<file path="src/rtl/data_mem_arbiter.sv">
// Round-robin arbiter plus registered command stage sharing one data memory
// between the CPU load/store path and a debug/loader port (with debug lock).
module data_mem_arbiter #(
   parameter int DATA_WIDTH = 32,
   parameter int ADDR_WIDTH = 32
) (
   input  logic                  clk,
   input  logic                  rst,
   input  logic                  cpu_req,
   input  logic                  cpu_we,
   input  logic [ADDR_WIDTH-1:0] cpu_addr,
   input  logic [DATA_WIDTH-1:0] cpu_wdata,
   output logic                  cpu_gnt,
   output logic                  cpu_stall,
   output logic                  cpu_rvalid,
   output logic [DATA_WIDTH-1:0] cpu_rdata,
   input  logic                  dbg_req,
   input  logic                  dbg_we,
   input  logic [ADDR_WIDTH-1:0] dbg_addr,
   input  logic [DATA_WIDTH-1:0] dbg_wdata,
   input  logic                  dbg_lock,
   output logic                  dbg_gnt,
   output logic                  dbg_rvalid,
   output logic [DATA_WIDTH-1:0] dbg_rdata,
   output logic [ADDR_WIDTH-1:0] mem_addr,
   output logic                  mem_we,
   output logic [DATA_WIDTH-1:0] mem_wd,
   input  logic [DATA_WIDTH-1:0] mem_rd
);

   typedef enum logic {ARB, LOCKED} state_e;
   typedef enum logic {OWN_CPU, OWN_DBG} owner_e;

   state_e                state_q, state_d;
   owner_e                last_winner_q, last_winner_d;
   logic                  cmd_valid_q, cmd_valid_d;
   owner_e                cmd_owner_q, cmd_owner_d;
   logic                  cmd_we_q, cmd_we_d;
   logic [ADDR_WIDTH-1:0] cmd_addr_q, cmd_addr_d;
   logic [DATA_WIDTH-1:0] cmd_wdata_q, cmd_wdata_d;
   logic [DATA_WIDTH-1:0] cpu_rdata_q, cpu_rdata_d;
   logic [DATA_WIDTH-1:0] dbg_rdata_q, dbg_rdata_d;
   logic                  rd_fire;

   // Grants look only at the request lines, state and last winner.
   always_comb begin
      cpu_gnt = 1'b0;
      dbg_gnt = 1'b0;
      if (!rst) begin
         if (state_q == LOCKED) begin
            dbg_gnt = dbg_req;
         end else if (cpu_req && dbg_req) begin
            if (last_winner_q == OWN_DBG) cpu_gnt = 1'b1;
            else                          dbg_gnt = 1'b1;
         end else begin
            cpu_gnt = cpu_req;
            dbg_gnt = dbg_req;
         end
      end
   end

   assign cpu_stall = cpu_req & ~cpu_gnt & ~rst;

   always_comb begin
      state_d       = state_q;
      last_winner_d = last_winner_q;
      cmd_valid_d   = cpu_gnt | dbg_gnt;
      cmd_owner_d   = cmd_owner_q;
      cmd_we_d      = cmd_we_q;
      cmd_addr_d    = cmd_addr_q;
      cmd_wdata_d   = cmd_wdata_q;

      case (state_q)
         ARB:     if (dbg_gnt && dbg_lock) state_d = LOCKED;
         LOCKED:  if ((dbg_gnt || !dbg_req) && !dbg_lock) state_d = ARB;
         default: state_d = ARB;
      endcase

      if (cpu_gnt) begin
         last_winner_d = OWN_CPU;
         cmd_owner_d   = OWN_CPU;
         cmd_we_d      = cpu_we;
         cmd_addr_d    = cpu_addr;
         cmd_wdata_d   = cpu_wdata;
      end else if (dbg_gnt) begin
         last_winner_d = OWN_DBG;
         cmd_owner_d   = OWN_DBG;
         cmd_we_d      = dbg_we;
         cmd_addr_d    = dbg_addr;
         cmd_wdata_d   = dbg_wdata;
      end
   end

   // NOTE: the command register is only cleared at the reset edge, so the
   // strobes are gated by rst to keep a stale command from reaching memory.
   assign mem_we   = ~rst & cmd_valid_q & cmd_we_q;
   assign mem_addr = cmd_addr_q;
   assign mem_wd   = cmd_wdata_q;

   assign rd_fire     = ~rst & cmd_valid_q & ~cmd_we_q;
   assign cpu_rvalid  = rd_fire & (cmd_owner_q == OWN_CPU);
   assign dbg_rvalid  = rd_fire & (cmd_owner_q == OWN_DBG);
   assign cpu_rdata   = cpu_rvalid ? mem_rd : cpu_rdata_q;
   assign dbg_rdata   = dbg_rvalid ? mem_rd : dbg_rdata_q;
   assign cpu_rdata_d = cpu_rdata;
   assign dbg_rdata_d = dbg_rdata;

   // NOTE: all state uses non-blocking assignments so every flop samples
   // the values from before the edge, independent of statement order.
   always_ff @(posedge clk) begin
      if (rst) begin
         state_q       <= ARB;
         last_winner_q <= OWN_DBG;
         cmd_valid_q   <= 1'b0;
         cmd_owner_q   <= OWN_CPU;
         cmd_we_q      <= 1'b0;
         cmd_addr_q    <= '0;
         cmd_wdata_q   <= '0;
         cpu_rdata_q   <= '0;
         dbg_rdata_q   <= '0;
      end else begin
         state_q       <= state_d;
         last_winner_q <= last_winner_d;
         cmd_valid_q   <= cmd_valid_d;
         cmd_owner_q   <= cmd_owner_d;
         cmd_we_q      <= cmd_we_d;
         cmd_addr_q    <= cmd_addr_d;
         cmd_wdata_q   <= cmd_wdata_d;
         cpu_rdata_q   <= cpu_rdata_d;
         dbg_rdata_q   <= dbg_rdata_d;
      end
   end

endmodule

</file>
<file path="config.mk">
export PLATFORM = sky130hd
export DESIGN_NAME = data_mem_arbiter
export DESIGN_NICKNAME = d
export VERILOG_FILES = /design/src/rtl/data_mem_arbiter.sv
export SDC_FILE = /design/constraint.sdc
export NUM_CORES = 1
export LEC_CHECK = 0
export ABC_AREA = 1
export BUFFER_PORTS_ARGS = -buffer_cell sky130_fd_sc_hd__clkbuf_2
export CORE_AREA = 2 2 142 144
export CTS_CLUSTER_DIAMETER = 200
export DETAILED_ROUTE_END_ITERATION = 16
export DIE_AREA = 0 0 144 146
export GPL_ROUTABILITY_DRIVEN = 0
export PLACE_DENSITY = 0.65
export SYNTH_ARGS = -nofsm -noshare
export SYNTH_HDL_FRONTEND = slang
export SYNTH_SLANG_ARGS = --single-unit
</file>
<file path="constraint.sdc">
create_clock -name clk -period 2.98 [get_ports clk]
set_clock_uncertainty 0.1 [all_clocks]
set_input_delay 0.894 -clock clk [delete_from_list [all_inputs] [get_ports clk]]
set_output_delay 0.894 -clock clk [all_outputs]
set_load 0.02 [all_outputs]
</file>
### After elaboration in Yosys (flattened, before gate mapping)

Cells that the tools add are included.

| word-level totals | value |
|---|---|
| register bits | 133 |
| bits in latches | 0 |
| bits in writable memories | 0 |
| ROM bits | 0 |
| input bits | 167 |
| output and inout bits | 134 |
| word-level logic and storage cells | 51 |
| memories | 0 |

| cells by class | value |
|---|---|
| $add $sub $neg | 0 |
| $mul | 0 |
| div/mod/pow operators | 0 |
| order comparisons | 0 |
| equality and inequality tests | 0 |
| shift-type cells | 0 |
| muxes and demuxes | 21 |
| bitwise gates (word level) | 13 |
| reduce and logical (&&, ||, !) cells | 8 |

Operators with widths:

| kind | number |
|---|---|
| $mux W32 | 6 |
| $mux W1 | 14 |
| $and A1 B1 Y1 | 7 |
| $not A1 Y1 | 5 |
| $logic_and A1 B1 Y1 | 3 |
| $logic_not A1 Y1 | 2 |
| $pmux W1 S2 | 1 |
| $reduce_bool A2 Y1 | 1 |
| $reduce_or A2 Y1 | 1 |
| $logic_or A1 B1 Y1 | 1 |
| $or A1 B1 Y1 | 1 |

### Depth between registers and ports, before layout

| logic depth | value |
|---|---|
| word-level depth | 8 |
| gate-level depth with buffers | 9 |
| gate-level depth less buffers | 7 |

### Worst setup path before layout

OpenSTA, ideal clock, no wires.

| timing | value |
|---|---|
| path type | input-to-output |
| start point | input port rst |
| end point | output port cpu_rdata[10] |
| arrival | 1896 ps |
| required time | 1986 ps |
| path slack | 90 ps |
| stages on the path | 7 |
| path buffers | 3 |
| cell sequence | buf_2 > nor2_1 > nand3_1 > buf_2 > clkbuf_1 > o21ai_0 > inv_1 |

| on the way | value |
|---|---|
| cells in the longest elaborated chain, start to end | 5 |

RTL lines:

| element | line | RTL |
|---|---|---|
| start, declared | 8 | `input logic rst,` |
| $not A1 Y1 | 100 | `assign rd_fire = ~rst & cmd_valid_q & ~cmd_we_q;` |
| $and A1 B1 Y1 (2 in series) | 100 |  |
| $and A1 B1 Y1 | 101 | `assign cpu_rvalid = rd_fire & (cmd_owner_q == OWN_CPU);` |
| $mux W32 | 103 | `assign cpu_rdata = cpu_rvalid ? mem_rd : cpu_rdata_q;` |
| end, declared | 16 | `output logic [DATA_WIDTH-1:0] cpu_rdata,` |

Every way passes these cells.

### Worst setup path after layout

| timing | value |
|---|---|
| start point | input port rst |
| end point | output port cpu_rdata[23] |

Same word-level chain as after synthesis.

==> reports/results.ini <==
[outcome]
outcome = finished, final reports clean

[pwr]
vdd.ir_drop.worst_mv = 0.333
power.static_leakage_uw = 0.00585
power.clock.fraction_pct = 41.9
power_density_of_the_placed_cells_nw_per_um2 = 569
power.sequential.fraction_pct = 36.3
power.switching_fraction_pct = 29.7
power_report.internal_total_uw = 3810
share_comb_of_total_power_pct = 21.8
net_switching_power_of_the_design_uw = 1610

[clock_tree]
cts-htree-levels = 4
cts_tree = yes
cts_made_buffers = 17
insertion_delay_ps = 410
clock_tree.root_cell = sky130_fd_sc_hd__clkbuf_16
cts_hold_repair.buffers = 0
cts_clock_pin_slew_for_the_worst_setup_and_hold_paths_ps = 60
cts.sinks = 133
postCtsSetupRepairBufs = 0
worst_case_clock_buffer_depth = 2

[yosys]
post_synth_xor_area_fraction_pct = 0
synth_top_family_by_area = simple AND/OR/NAND/NOR gates
postSynthNetCount = 1250
netlist.top_cell.by_area = sky130_fd_sc_hd__dfxtp_1
ranking_of_synthesized_cells_by_area = sky130_fd_sc_hd__dfxtp_1, sky130_fd_sc_hd__inv_1, sky130_fd_sc_hd__nand2_1, sky130_fd_sc_hd__nor2_1, sky130_fd_sc_hd__a31oi_1
synth.mux.area_fraction_pct = 0
synth_compound_gate_area_share_pct = 11.3
synth.avg_cell_area_um2 = 6.20
synth_seq_area_share_pct = 39.7
synth_warnings = 0
synth_simple_gate_area_share_pct = 28.7
synth.top_cell.area_share_pct = 39.7
syn-cell-area_um2 = 6710
synth-adder-area-share_pct = 0
yosys.cell_types.count = 18
yosys_register_bits = 133
synth_cells = 1083

[setup_path]
crit_path_max_fanout = 17
critical_path_data_required_time_ps = 1990
crit_type = in -> out
worstSetupStartpointType = input port
worst_setup_path_end_kind = output pin
worst-endpoint-arrival_ps = 1950

[sta]
timing.slew.headroom_pct = 53.0
report.final.hold_viol_count = 0
layout_worst_path_cycle_share_pct = 99.0
tightestPinTransition_ps = 705
post-route-min-period_ps = 2950
fmaxAchievable_mhz = 339
setup_viol = 0
maxSlewViolCount = 0
setup_repair_after_global_routing_missed_its_margin = true

[global_routing]
initial_antenna_violation_count = 0
gr-usage-all-layers_pct = 18.9
grt_pass1_wl_um = 31800
grt_start_max_net_pins = 68
globalRoute.totalOverflow = 0
grt_pass1_vias = 6452

[floorplanning]
io-pin-count = 301
placeableCoreArea_um2 = 19300
fp.dieH_um = 146
die_area_um2 = 21000
total_number_of_placement_rows = 51
dieWidth_um = 144
start_util_pct = 34.7

[routing]
via_per_inst = 4.40
routed_wirelength_um = 20900
via_count = 7335
drt_first_pass_iters = 5
avgRoutedWirePerCell_um = 12.5
drt_iter0_markers = 326
drt_drc_violations_left = 0
ant_nets = 0

[cells_and_area]
instances_no_fill = 1666
n_antenna_cell = 0
drive_above_1_share_pct = 30.3
design.final.nets = 1556
fin_util_pct = 49.3
area_growth_syn_to_layout_pct = 41.8
n_fill_cell = 1985

[placement]
place.port_buffers = 300
place_hpwl_um = 14300
numPlacedInstances = 1632

[worst_hold_path]
min_path_type = reg -> reg

[flow_run]
maxCapViolCount = 0

## synthesized netlist by cell type
cell type / n
sky130_fd_sc_hd__nand2_1: 199
sky130_fd_sc_hd__buf_4: 4
sky130_fd_sc_hd__o21bai_2: 1
sky130_fd_sc_hd__nor3_1: 1
sky130_fd_sc_hd__clkbuf_1: 37
sky130_fd_sc_hd__inv_1: 268
sky130_fd_sc_hd__nand3_1: 4
sky130_fd_sc_hd__o211ai_1: 1
sky130_fd_sc_hd__buf_2: 33
sky130_fd_sc_hd__o21ai_0: 64
sky130_fd_sc_hd__buf_1: 4
sky130_fd_sc_hd__dfxtp_1: 133
sky130_fd_sc_hd__nand4_1: 65
sky130_fd_sc_hd__a31oi_1: 65
sky130_fd_sc_hd__nor2_1: 198
sky130_fd_sc_hd__inv_2: 2
sky130_fd_sc_hd__a21oi_1: 3
sky130_fd_sc_hd__nor2_2: 1
## metrics by stage
step	power [uW]	hold slack, ps	TNS (ps)	cell area [um2]	setup WS (ps)
3_5_place_dp	3150	408	-1130	8740	-91.3
4_1_cts	5430	416	-62.8	9380	-21.5
6_report	5420	417	0	9520	31.1
2_1_floorplan	2680	346	0	6710	89.6
3_3_place_gp	3140	405	-1090	8740	-95.8
5_1_grt	5700	440	-274	9520	-55.5
## critical path, cell delays in order
cell,delay [ps]
sky130_fd_sc_hd__buf_4,120
sky130_fd_sc_hd__nor2_4,130
sky130_fd_sc_hd__nand3_4,150
sky130_fd_sc_hd__buf_12,200
sky130_fd_sc_hd__o21ai_0,210
sky130_fd_sc_hd__inv_1,80
sky130_fd_sc_hd__clkbuf_2,160
## registers in the layout, indices dropped and copies added, names as in the netlist
register	count
last_winner_q	1
cmd_valid_q	1
mem_addr	32
cmd_we_q	1
cpu_rdata_q	32
cmd_owner_q	1
dbg_rdata_q	32
mem_wd	32
state_q	1
## kinds of logic after synthesis
kind of cell	after synthesis
simple gates	468
flops	133
buf+inv	348
compound gates	134
## worst paths after layout
kind,start,endpoint,slack [ps],depth (start not counted)
worst max-delay path,rst,cpu_rdata[23],30,7
worst min-delay path,state_q,state_q,420,2
worst max register to register,last_winner_q,mem_wd[23],1250,8
worst min register to register,state_q,state_q,420,2
## layer usage
metal  wire [um]  up-vias  global-route usage [%]
met4         302        0                    5.39
met5           0        -                       0
li1            -     3890                       -
met2        9820      246                    31.4
met1        9310     3179                    24.0
met3        1450       20                    5.07
## what timing repair did
item | 4_1_cts | 5_1_grt
resized for setup | 11 | 71
setup endpoints to repair | 40 | 64
cloned | 0 | 3
## area by class of cell
type	count	area (um2)	area share [%]
Clock buffer	20	467	4.90
Multi-Input combinational cell	602	2800	29.4
Sequential cell	133	2660	28.0
Timing Repair Buffer	365	2070	21.7
Clock inverter	11	174	1.83
Tap cell	265	332	3.48
Inverter	270	1010	10.6
## power by group through the flow
stage          Sequential [uW]  Combinational, uW  Clock (uW)
6_report                  1960               1180        2270
3_3_place_gp              2000               1140           0
5_1_grt                   1980               1310        2400
4_1_cts                   1970               1150        2310
2_1_floorplan             2100                580           0
3_5_place_dp              2000               1140           0
## cell usage in the layout (no fill, tap or decap)
cell type / count
sky130_fd_sc_hd__o21ai_2: 18
sky130_fd_sc_hd__nand2_1: 197
sky130_fd_sc_hd__o21ai_0: 5
sky130_fd_sc_hd__nand3_1: 1
sky130_fd_sc_hd__a31oi_1: 65
sky130_fd_sc_hd__bufinv_16: 4
sky130_fd_sc_hd__clkinv_2: 1
sky130_fd_sc_hd__nand2_2: 2
sky130_fd_sc_hd__clkinv_4: 2
sky130_fd_sc_hd__o21ai_1: 41
sky130_fd_sc_hd__inv_6: 1
sky130_fd_sc_hd__buf_6: 1
sky130_fd_sc_hd__nand3_2: 2
sky130_fd_sc_hd__o21bai_4: 1
sky130_fd_sc_hd__nand3_4: 1
sky130_fd_sc_hd__buf_12: 3
sky130_fd_sc_hd__clkbuf_8: 3
sky130_fd_sc_hd__a21oi_1: 3
sky130_fd_sc_hd__inv_2: 2
sky130_fd_sc_hd__nor2_4: 2
sky130_fd_sc_hd__buf_4: 61
sky130_fd_sc_hd__o211ai_1: 1
sky130_fd_sc_hd__inv_1: 268
sky130_fd_sc_hd__nand4_1: 65
sky130_fd_sc_hd__clkinvlp_4: 3
sky130_fd_sc_hd__clkbuf_2: 298
sky130_fd_sc_hd__nor2_1: 197
sky130_fd_sc_hd__dfxtp_1: 133
sky130_fd_sc_hd__nor3_1: 1
sky130_fd_sc_hd__clkbuf_16: 19
(Power assumes the default switching activity.)
